<file path="config.mk">
export PLATFORM = sky130hd
export DESIGN_NAME = p_acc_seq
export DESIGN_NICKNAME = d
export VERILOG_FILES = /design/src/rtl/p_acc_seq_pkg.sv /design/src/rtl/p_acc_seq_acc.sv /design/src/rtl/p_acc_seq.sv
export SDC_FILE = /design/constraint.sdc
export NUM_CORES = 1
export LEC_CHECK = 0
export CAP_MARGIN = 20
export CORE_MARGIN = 10
export CORE_UTILIZATION = 41
export CTS_CLUSTER_SIZE = 12
export DETAILED_ROUTE_END_ITERATION = 6
export DONT_BUFFER_PORTS = 1
export PLACE_DENSITY = 0.61
export SLEW_MARGIN = 10
export SYNTH_ARGS = -nofsm -noshare
export SYNTH_HDL_FRONTEND = slang
export SYNTH_HIERARCHICAL = 1
export SYNTH_SLANG_ARGS = --single-unit
</file>
<file path="constraint.sdc">
create_clock -name clk -period 5.5 [get_ports clk]
set_clock_uncertainty 0.2 [all_clocks]
set_input_delay 1.1 -clock clk [delete_from_list [all_inputs] [get_ports clk]]
set_output_delay 1.1 -clock clk [all_outputs]
set_load 0.02 [all_outputs]
</file>
<file path="src/rtl/p_acc_seq_pkg.sv">
// Shared types for the perceptron accumulation path: data configuration,
// dtype encoding, the default configuration and the sequencer state enum.
package p_acc_seq_pkg;

  typedef enum logic [1:0] {
    DT_BOOL,
    DT_INT,
    DT_UINT
  } dtype_t;

  typedef struct packed {
    dtype_t     dtype;
    logic [7:0] prec;
  } dconf_t;

  localparam dconf_t DEF_DCONF = '{dtype: DT_INT, prec: 8'd8};

  typedef enum logic [1:0] {
    IDLE,
    ACC,
    DONE
  } p_acc_seq_state_t;

endpackage

</file>
<file path="src/rtl/p_acc_seq_acc.sv">
// Combinational N-lane accumulator. INT saturates signed, UINT saturates
// unsigned, BOOL is a logical OR of the lanes. Integer dtypes never round.
module p_acc_seq_acc
  import p_acc_seq_pkg::*;
#(
  parameter int     N    = 5,
  parameter dconf_t CONF = DEF_DCONF
) (
  input  logic [N-1:0][CONF.prec-1:0] lanes_i,
  output logic [CONF.prec-1:0]        sum_o,
  output logic                        udf_o,
  output logic                        ovf_o,
  output logic                        rounded_o
);

  localparam int P  = CONF.prec;
  // Full-precision sum needs clog2(N) growth bits plus a sign bit.
  localparam int SW = P + $clog2(N) + 1;

  localparam logic signed [SW-1:0] SMAX = $signed({{(SW-P+1){1'b0}}, {(P-1){1'b1}}});
  localparam logic signed [SW-1:0] SMIN = $signed({{(SW-P+1){1'b1}}, {(P-1){1'b0}}});
  localparam logic signed [SW-1:0] UMAX = $signed({{(SW-P){1'b0}}, {P{1'b1}}});

  function automatic logic signed [SW-1:0] ext(input logic [P-1:0] v, input logic sgn);
    return $signed({{(SW-P){sgn & v[P-1]}}, v});
  endfunction

  // Result packed as {udf, ovf, value}.
  function automatic logic [P+1:0] sat_int(input logic signed [SW-1:0] s);
    if (s > SMAX) return {2'b01, SMAX[P-1:0]};
    if (s < SMIN) return {2'b10, SMIN[P-1:0]};
    return {2'b00, s[P-1:0]};
  endfunction

  function automatic logic [P+1:0] sat_uint(input logic signed [SW-1:0] s);
    if (s > UMAX) return {2'b01, UMAX[P-1:0]};
    return {2'b00, s[P-1:0]};
  endfunction

  logic signed [SW-1:0] sum_full;
  logic                 any;
  logic [P+1:0]         res;

  // Sum all lanes at full precision, then saturate for the dtype.
  always_comb begin
    sum_full = '0;
    any      = 1'b0;
    for (int i = 0; i < N; i++) begin
      sum_full = sum_full + ext(lanes_i[i], CONF.dtype == DT_INT);
      any      = any | (|lanes_i[i]);
    end
    res = '0;
    case (CONF.dtype)
      DT_INT:  res = sat_int(sum_full);
      DT_UINT: res = sat_uint(sum_full);
      default: res[0] = any;
    endcase
  end

  assign sum_o     = res[P-1:0];
  assign ovf_o     = res[P];
  assign udf_o     = res[P+1];
  assign rounded_o = 1'b0;

endmodule

</file>
<file path="src/rtl/p_acc_seq.sv">
// Multi-beat reduction sequencer: folds IN-wide chunks into a running
// partial sum through one (IN+1)-lane accumulator, collecting sticky flags.
// Optional macro P_ACC_SEQ_BIAS_EN adds a bias port that seeds the partial sum.
module p_acc_seq
  import p_acc_seq_pkg::*;
#(
  parameter int     IN    = 4,
  parameter int     LEN_W = 8,
  parameter dconf_t CONF  = DEF_DCONF
) (
  input  logic                         clk,
  input  logic                         reset,
  input  logic                         start,
  input  logic [LEN_W-1:0]             len,
  input  logic                         in_valid,
  output logic                         in_ready,
  input  logic [IN-1:0][CONF.prec-1:0] in_data,
  output logic                         out_valid,
  input  logic                         out_ready,
  output logic [CONF.prec-1:0]         out_data,
  output logic                         out_udf,
  output logic                         out_ovf,
  output logic                         out_rounded,
  output logic                         busy
`ifdef P_ACC_SEQ_BIAS_EN
  ,
  input  logic [CONF.prec-1:0]         bias
`endif
);

  localparam int P = CONF.prec;

  p_acc_seq_state_t state_q, state_d;
  logic [P-1:0]     partial_q, partial_d;
  logic             udf_q, udf_d, ovf_q, ovf_d, rnd_q, rnd_d;
  logic [LEN_W-1:0] count_q, count_d;

  logic [IN:0][P-1:0] acc_lanes;
  logic [P-1:0]       acc_sum;
  logic               acc_udf, acc_ovf, acc_rnd;
  logic [P-1:0]       init_sum;
  logic               beat;

  // Top lane carries the running partial sum.
  assign acc_lanes = {partial_q, in_data};
  assign beat      = (state_q == ACC) && in_valid;

`ifdef P_ACC_SEQ_BIAS_EN
  assign init_sum = bias;
`else
  assign init_sum = '0;
`endif

  p_acc_seq_acc #(
    .N    (IN + 1),
    .CONF (CONF)
  ) u_acc (
    .lanes_i   (acc_lanes),
    .sum_o     (acc_sum),
    .udf_o     (acc_udf),
    .ovf_o     (acc_ovf),
    .rounded_o (acc_rnd)
  );

  // State register.
  always_ff @(posedge clk) begin
    if (reset) state_q <= IDLE;
    else       state_q <= state_d;
  end

  // Next-state logic: start in IDLE, count beats in ACC, wait for consumer in DONE.
  always_comb begin
    state_d = state_q;
    case (state_q)
      IDLE:    if (start) state_d = (len == '0) ? DONE : ACC;
      ACC:     if (beat && count_q == LEN_W'(1)) state_d = DONE;
      DONE:    if (out_ready) state_d = IDLE;
      default: state_d = IDLE;
    endcase
  end

  // Handshake and status outputs decoded from state.
  always_comb begin
    in_ready  = (state_q == ACC);
    out_valid = (state_q == DONE);
    busy      = (state_q != IDLE);
  end

  // Datapath next state: seed on accepted start, fold in a chunk per beat.
  always_comb begin
    partial_d = partial_q;
    udf_d     = udf_q;
    ovf_d     = ovf_q;
    rnd_d     = rnd_q;
    count_d   = count_q;
    if (state_q == IDLE && start) begin
      partial_d = init_sum;
      udf_d     = 1'b0;
      ovf_d     = 1'b0;
      rnd_d     = 1'b0;
      count_d   = len;
    end else if (beat) begin
      partial_d = acc_sum;
      udf_d     = udf_q | acc_udf;
      ovf_d     = ovf_q | acc_ovf;
      rnd_d     = rnd_q | acc_rnd;
      count_d   = count_q - LEN_W'(1);
    end
  end

  // Datapath registers; reset discards any in-flight partial result.
  always_ff @(posedge clk) begin
    if (reset) begin
      partial_q <= '0;
      udf_q     <= 1'b0;
      ovf_q     <= 1'b0;
      rnd_q     <= 1'b0;
      count_q   <= '0;
    end else begin
      partial_q <= partial_d;
      udf_q     <= udf_d;
      ovf_q     <= ovf_d;
      rnd_q     <= rnd_d;
      count_q   <= count_d;
    end
  end

  assign out_data    = partial_q;
  assign out_udf     = udf_q;
  assign out_ovf     = ovf_q;
  assign out_rounded = rnd_q;

endmodule

</file>
### After elaboration in Yosys (flattened, before gate mapping)

Index checks and enable logic that the tools add are counted.

* register bits after elaboration: 20
* word-level logic and storage cells: 43

* add/subtract/negate cells: 5
* order comparisons: 2
* equal/unequal tests: 6
* multiplexer cells: 14
* bitwise logic cells: 2
* reduce and logical (&&, ||, !) cells: 9

Operator list (number)
* 10-bit two-way mux: 4
* 12-bit by 8-bit adder with 12-bit output: 2
* 8-bit two-way mux: 2
* 12-bit by 8-bit greater-than comparator with 1-bit output, second input constant: 1
* 12-bit by 8-bit < comparator with 1-bit output, second input constant: 1
* 9-bit by 8-bit adder with 10-bit output: 1
* 8-bit by 8-bit adder with 9-bit output: 1
* 8-bit by 1-bit equality test with 1-bit output, second input constant: 1
* 8-bit zero test: 1
* 2-bit two-way mux: 4
* 8-bit by 1-bit subtractor with 8-bit output, second input constant: 1
* 2-bit case mux with 3 select lines: 1
* 2-bit by 1-bit != test with 1-bit output, second input constant: 2
* 2-bit nonzero test: 2
* 1-bit logical AND: 3
* 1-bit two-way mux: 3
* 3-bit AND reduction: 1
* 2-bit by 1-bit equality test with 1-bit output, second input constant: 1
* 2-bit equality test, second input constant: 1
* 2-bit zero test: 1
* 2-bit != test, second input constant: 1
* 1-bit OR: 2
* 2-bit OR reduction: 1

### Depth between registers and ports, before layout

* depth in word-level cells: 10
* mapped depth: 17
* depth with buffers taken out: 16

### By module

The synthesis kept the hierarchy.

By module, submodules not included
* p_acc_seq_acc: times used 1, cells an instance 177, area each 1442.6 µm², seq. area each 0.0 µm²
* p_acc_seq: times used 1, cells an instance 125, area each 974.7 µm², seq. area each 420.4 µm²

### Worst setup path before layout

Ideal clock, no wire load.

* path type: input -> register
* start: input in_data[2] (netlist bit)
* end: register partial_q[2] (netlist: out_data[2])
* arrival: 4.697 ns
* required time: 5.168 ns
* path slack: 0.471 ns
* stages on the path: 16
* cells stage by stage: inv_1 -> fa_1 -> inv_1 -> fa_1 -> inv_1 -> fa_1 -> inv_1 -> ha_1 -> a21o_1 -> and4_4 -> or2_4 -> o311a_4 -> o41ai_4 -> o311ai_1 -> nand2_1 -> a21oi_1

* longest elaborated chain between the ends: 9
* elaborated cells on any way between the ends: 12
* classes of those cells: 4 x add/sub; 2 x order compare; 6 x mux

Ends and longest elaborated chain
* start: declaration: RTL line p_acc_seq.sv:17 `input logic [IN-1:0][CONF.prec-1:0] in_data,`
* 8-bit by 8-bit adder with 9-bit output *: RTL line p_acc_seq_acc.sv:49 `sum_full = sum_full + ext(lanes_i[i], CONF.dtype == DT_INT);`
* 9-bit by 8-bit adder with 10-bit output *: RTL line p_acc_seq_acc.sv:49
* 12-bit by 8-bit adder with 12-bit output * (2 in series): RTL line p_acc_seq_acc.sv:49
* 12-bit by 8-bit < comparator with 1-bit output: RTL line p_acc_seq_acc.sv:31 `if (s < SMIN) return {2'b10, SMIN[P-1:0]};`
* 1-bit two-way mux (2 in series): RTL line p_acc_seq_acc.sv:31
* 10-bit two-way mux: RTL line p_acc_seq_acc.sv:32 `return {2'b00, s[P-1:0]};`
* 10-bit two-way mux *: RTL line p_acc_seq_acc.sv:31
* via acc_sum[2]: RTL line p_acc_seq.sv:39 `logic [P-1:0] acc_sum;`
* end signal: assignment: RTL line p_acc_seq.sv:120 `partial_q <= partial_d;`
* end: declaration: RTL line p_acc_seq.sv:34 `logic [P-1:0] partial_q, partial_d;`

Mark *: on every way through the listed nets, which the timed path passes. The rest lies on a longest branch. The select of a mux whose other input is x is not followed.
A chain may end at the register's enable or synchronous reset.

### Final worst setup path

* start: input in_data[2] (netlist bit)
* end: register partial_q[4] (netlist: out_data[4])

Same word-level chain as after synthesis.

==> flow_results.org <==
** Run
- Number of maximum-capacitance constraint violations :: 0

** Setup path
- Type of the worst setup path :: in2reg
- Worst path max stage delay :: 0.55 ns
- In this run the critical register-to-register path is launched from out_data[1]$_SDFFE_PP0P_.
- The worst setup path is launched from an input pin.
- Crit path max fanout :: 7
- Type of destination of the critical path :: flip-flop
- Number of cells on the critical path :: 16
- Worst r2r dst :: out_data[4]$_SDFFE_PP0P_
- Worst endpoint data arrival time :: 4.87 ns
- Data required time at the worst endpoint :: 5.44 ns
- Destination of the critical timing path :: out_data[4]$_SDFFE_PP0P_
- Category of cells accounting for the largest share of critical-path delay :: adder cells
- The critical path starts at in_data[2].
- Number of buffer and inverter stages on the critical path :: 4
- CP max stage cell :: sky130_fd_sc_hd__fa_1
- For flop-to-flop paths, the worst setup slack is 1.86 ns.
- The number of cells on the worst reg-to-reg path is 14.
- Walking the worst path, the cells encountered are inv_1 -> fa_1 -> inv_1 -> fa_1 -> inv_1 -> fa_1 -> inv_1 -> ha_1 -> a21o_1 -> and4_4 -> or2_4 -> o311a_4 -> o41ai_4 -> o311ai_1 -> nand2_1 -> a21oi_1.
- By instance count, the cell type seen most on the critical path is sky130_fd_sc_hd__inv_1.

** Global routing
- Pin count of the biggest net entering global routing :: 19
- In the global route stage, met2 resource usage came out at 16.77%.
- For this run, the total global-route usage over all layers was measured as 10.95%.
- Sum of overflow across all layers after global routing :: 0
- Wire length of the first global-routing pass :: 8970 um
- Met3 Usage GRT :: 4.045%
- Number of antenna violations at the first check in global routing :: 0
- The number of global-route vias before repair is 1830.
- The global routing stage identified its most utilized layer as met2.
- Global routing used 14.23% of the available met1 tracks.

** Pwr
- Power spread over the standard cell area amounts to 449.3 mW/mm^2.
- VDD sags by at most 228.1 uV.
- Static power due to leakage :: 1.173 nW

** STA
- Setup violations remaining at the end of the flow were counted as 0.
- For this run, the top clock speed supported by timing is 202.7 MHz.
- Headroom to the max-slew limit came out at 53.79%.
- Summed over all failing endpoints, the final setup total negative slack is 0 ns.
- Setup repair after global routing left no endpoint under its margin.
- Measured slew at the worst slew-check pin :: 0.6910 ns
- The worst path in the final design needs a cycle of 4.933 ns, including I/O delays and setup.
- The count of final hold-check violations was 0.
- Pins over their slew limit :: 0
- Hold Worst Slack :: 0.2899 ns
- Ratio of final minimum period to clock period :: 89.69%

** Die
- DIE WIDTH :: 96.79 um
- Number of top-level pins :: 59
- In this run the core area contains 27 standard-cell rows.
- Core area :: 0.005608 mm^2
- Height of the chip :: 96.79 um
- The die covers 0.009367 mm^2.
- Once the floorplan was initialized, standard cells occupied 43.11% of the core.

** Clock tree
- Number of CTS-inserted buffers :: 3
- After clock tree synthesis, the flow added hold-fix buffers numbering 0.
- CTS placed an instance of sky130_fd_sc_hd__clkbuf_8 at the clock tree root.
- Reg clk slew, reported paths :: 0.07 ns
- At the later pin of the worst-skew pair, clock insertion delay measures 0.25 ns.
- Total clock sinks :: 21
- Number of buffers between clock root and the deepest sink :: 2
- TritonCTS built the clock tree.
- Number of levels in the clock H-tree :: 1
- Once the clock tree was built, the setup fixing pass inserted 0 buffers.
- Post-CTS Resized :: 0

** Logic synthesis
- After synthesis the netlist holds a flip-flop and latch count of 21.
- Share of the yosys chip area belonging to registers :: 17.39%
- Largest family of logic cells by synthesized area :: adder cells
- Leading register cell type out of synthesis :: sky130_fd_sc_hd__dfxtp_1
- Of the total synthesized cell area, the portion taken by AND, OR, NAND and NOR gates is 17.39%.
- Syn Std Cell Area :: 0.002417 mm^2
- Synthesis instantiated 52 different standard cells from the library.
- Xor/xnor cell area share of the yosys netlist :: 2.174%
- Synth Instances :: 302
- Adder-cell share of the synthesized area :: 28.78%
- Measured against the total synthesized area, the mux share comes to 1.294%.
- EDFF count, synth :: 0
- The average instance in the mapped netlist occupies 8.004 um^2.
- Proportion of register bits with asynchronous set or reset after synthesis :: 0%
- Summing the areas of all compound-gate instances in the mapped netlist gives 19.51% of the synthesized area.
- For this run, the number of Yosys warnings is 6.
- When the netlist entered floorplanning its net count stood at 387.

** Detailed routing
- Routed wire length :: 5148 um
- The final route contains 1911 vias.
- After detailed routing, the number of remaining DRC violations is 0.
- The pre-antenna-repair detailed-routing pass consisted of 4 iterations.
- Using the TritonRoute via totals, the vias-per-cell ratio works out to 5.165.
- Routed WL per cell :: 13.91 um
- The first routing iteration left 117 violations.
- The detail route stage leaves a number of antenna-violating nets equal to 0.

** Run status
- The run finished with clean final reports.

** Finish
- Layout net count :: 384
- Number of antenna cells inserted :: 0
- Area overhead of the layout relative to synthesis :: 4.400%
- Cells with a size suffix above 1 make up 5.705% of the layout.

** Place
- The congestion estimate from routability-driven global placement came to 0.8084.
- During placement, the flow inserted port buffers numbering 0.
- Half-perimeter wire length of the detailed placement result :: 4398 um

** Worst hold path
- The worst hold path belongs to the class reg2reg.
- Launch instance of the worst min-delay path :: count_q[5]$_SDFFE_PP0P_
worst register-to-register path, stage by stage (launching register included):
cell and delay (ns):
sky130_fd_sc_hd__dfxtp_1 0.47, sky130_fd_sc_hd__inv_1 0.11, sky130_fd_sc_hd__fa_1 0.55, sky130_fd_sc_hd__inv_1 0.05, sky130_fd_sc_hd__ha_1 0.20, sky130_fd_sc_hd__inv_1 0.07
sky130_fd_sc_hd__fa_1 0.25, sky130_fd_sc_hd__nor2b_4 0.06, sky130_fd_sc_hd__o2111a_1 0.26, sky130_fd_sc_hd__nor3_2 0.25, sky130_fd_sc_hd__mux2i_1 0.21, sky130_fd_sc_hd__o41ai_4 0.52
sky130_fd_sc_hd__o311ai_1 0.17, sky130_fd_sc_hd__nand2_1 0.09, sky130_fd_sc_hd__a21oi_1 0.07
synthesized netlist by cell type (2+ instances only):
| cell | number | area (um^2) |
|---|---|---|
| sky130_fd_sc_hd__xor2_1 | 3 | 26.28 |
| sky130_fd_sc_hd__a21o_1 | 2 | 15.01 |
| sky130_fd_sc_hd__a22oi_1 | 6 | 45.04 |
| sky130_fd_sc_hd__ha_1 | 14 | 175.2 |
| sky130_fd_sc_hd__nand2_1 | 26 | 97.59 |
| sky130_fd_sc_hd__o211ai_1 | 3 | 22.52 |
| sky130_fd_sc_hd__a21oi_1 | 26 | 130.1 |
| sky130_fd_sc_hd__fa_1 | 26 | 520.5 |
| sky130_fd_sc_hd__nor2b_1 | 3 | 18.77 |
| sky130_fd_sc_hd__clkbuf_1 | 7 | 26.28 |
| sky130_fd_sc_hd__nor3b_1 | 2 | 15.01 |
| sky130_fd_sc_hd__o21ai_0 | 6 | 30.03 |
| sky130_fd_sc_hd__a221oi_1 | 3 | 26.28 |
| sky130_fd_sc_hd__nor2_1 | 20 | 75.07 |
| sky130_fd_sc_hd__nand2b_1 | 5 | 31.28 |
| sky130_fd_sc_hd__xnor2_1 | 3 | 26.28 |
| sky130_fd_sc_hd__mux2i_1 | 2 | 20.02 |
| sky130_fd_sc_hd__nand3_1 | 3 | 15.01 |
| sky130_fd_sc_hd__or3_1 | 3 | 18.77 |
| sky130_fd_sc_hd__or4_4 | 2 | 22.52 |
| sky130_fd_sc_hd__nor4_1 | 4 | 25.02 |
| sky130_fd_sc_hd__dfxtp_1 | 21 | 420.4 |
| sky130_fd_sc_hd__a31oi_1 | 2 | 12.51 |
| sky130_fd_sc_hd__nor3_1 | 4 | 20.02 |
| sky130_fd_sc_hd__buf_2 | 2 | 10.01 |
| sky130_fd_sc_hd__o311ai_1 | 3 | 26.28 |
| sky130_fd_sc_hd__o21ai_1 | 2 | 10.01 |
| sky130_fd_sc_hd__o21a_1 | 2 | 15.01 |
| sky130_fd_sc_hd__inv_1 | 74 | 277.8 |
where the power goes:
group          internal, W  total [W]  switching [W]
logic             0.000355   0.000839       0.000484
clock network    0.0000515  0.0000979      0.0000464
registers         0.000168   0.000197      0.0000286
total             0.000575    0.00113       0.000559
worst min path at each step:
stage	to	slack [ns]	cells after the start
6_report	count_q[5]$_SDFFE_PP0P_	0.29	2
5_1_grt	count_q[5]$_SDFFE_PP0P_	0.35	2
4_1_cts	count_q[5]$_SDFFE_PP0P_	0.29	2
3_5_place_dp	count_q[5]$_SDFFE_PP0P_	0.28	2
3_3_place_gp	count_q[5]$_SDFFE_PP0P_	0.28	2
2_1_floorplan	count_q[5]$_SDFFE_PP0P_	0.26	2
registers in the layout (all words and copies together), names as in the netlist:
name	count
count_q	8
out_data	8
out_ovf	1
out_rounded	1
out_udf	1
state_q	2
cell usage in the layout (no fill, tap or decap), types with 4 or more instances in the layout:
cell type and instances:
sky130_fd_sc_hd__nand2_1 26, sky130_fd_sc_hd__a22oi_1 6, sky130_fd_sc_hd__ha_1 14, sky130_fd_sc_hd__nor4_1 4, sky130_fd_sc_hd__o21ai_0 6, sky130_fd_sc_hd__fa_1 26, sky130_fd_sc_hd__dfxtp_1 21, sky130_fd_sc_hd__inv_1 74
sky130_fd_sc_hd__a21oi_1 26, sky130_fd_sc_hd__nor3_1 4, sky130_fd_sc_hd__nor2_1 20, sky130_fd_sc_hd__nand2b_1 5
through the flow:
stage / cell area [um^2] / util, % / instances / setup WS, ns / total power, W
global placement: 2479 / 44.20 / 366 / 0.3287 / 0.001034
detailed placement: 2479 / 44.20 / 366 / 0.2796 / 0.001040
floorplan: 2417 / - / 302 / 0.4712 / 0.0008852
global route: 2524 / 45.00 / 370 / 0.2846 / 0.001274
CTS: 2524 / 45.00 / 370 / 0.5465 / 0.001143
finish: 2524 / 45.00 / 370 / 0.5672 / 0.001134
routing by layer:
layer  up-vias  wire (um)  share of wire [%]
li1        973          -                  -
met1       884       2348                 46
met2        52       2367                 46
met3         2        398                7.7
met4         0         34               0.66
met5         -          0                  0
layout make-up:
cell class / instances / area, um^2
multi-input combinational: 197 / 1675
timing repair buffer: 2 / 15.01
clock buffer: 4 / 45.04
fill: 607 / 3084
sequential: 21 / 420.4
tap: 72 / 90.09
inverter: 74 / 277.8
cells by family (layout without fill, tap and decap cells):
group,Yosys count,after routing
other,1,1
adders and majority gates,40,40
muxes,3,3
buffers and inverters,84,80
and+or+nand+nor,81,81
DFF,21,21
xor gates and xnor gates,6,6
AOI/OAI and AO/OA,66,66
No activity file was read; power rests on OpenSTA's default activity.
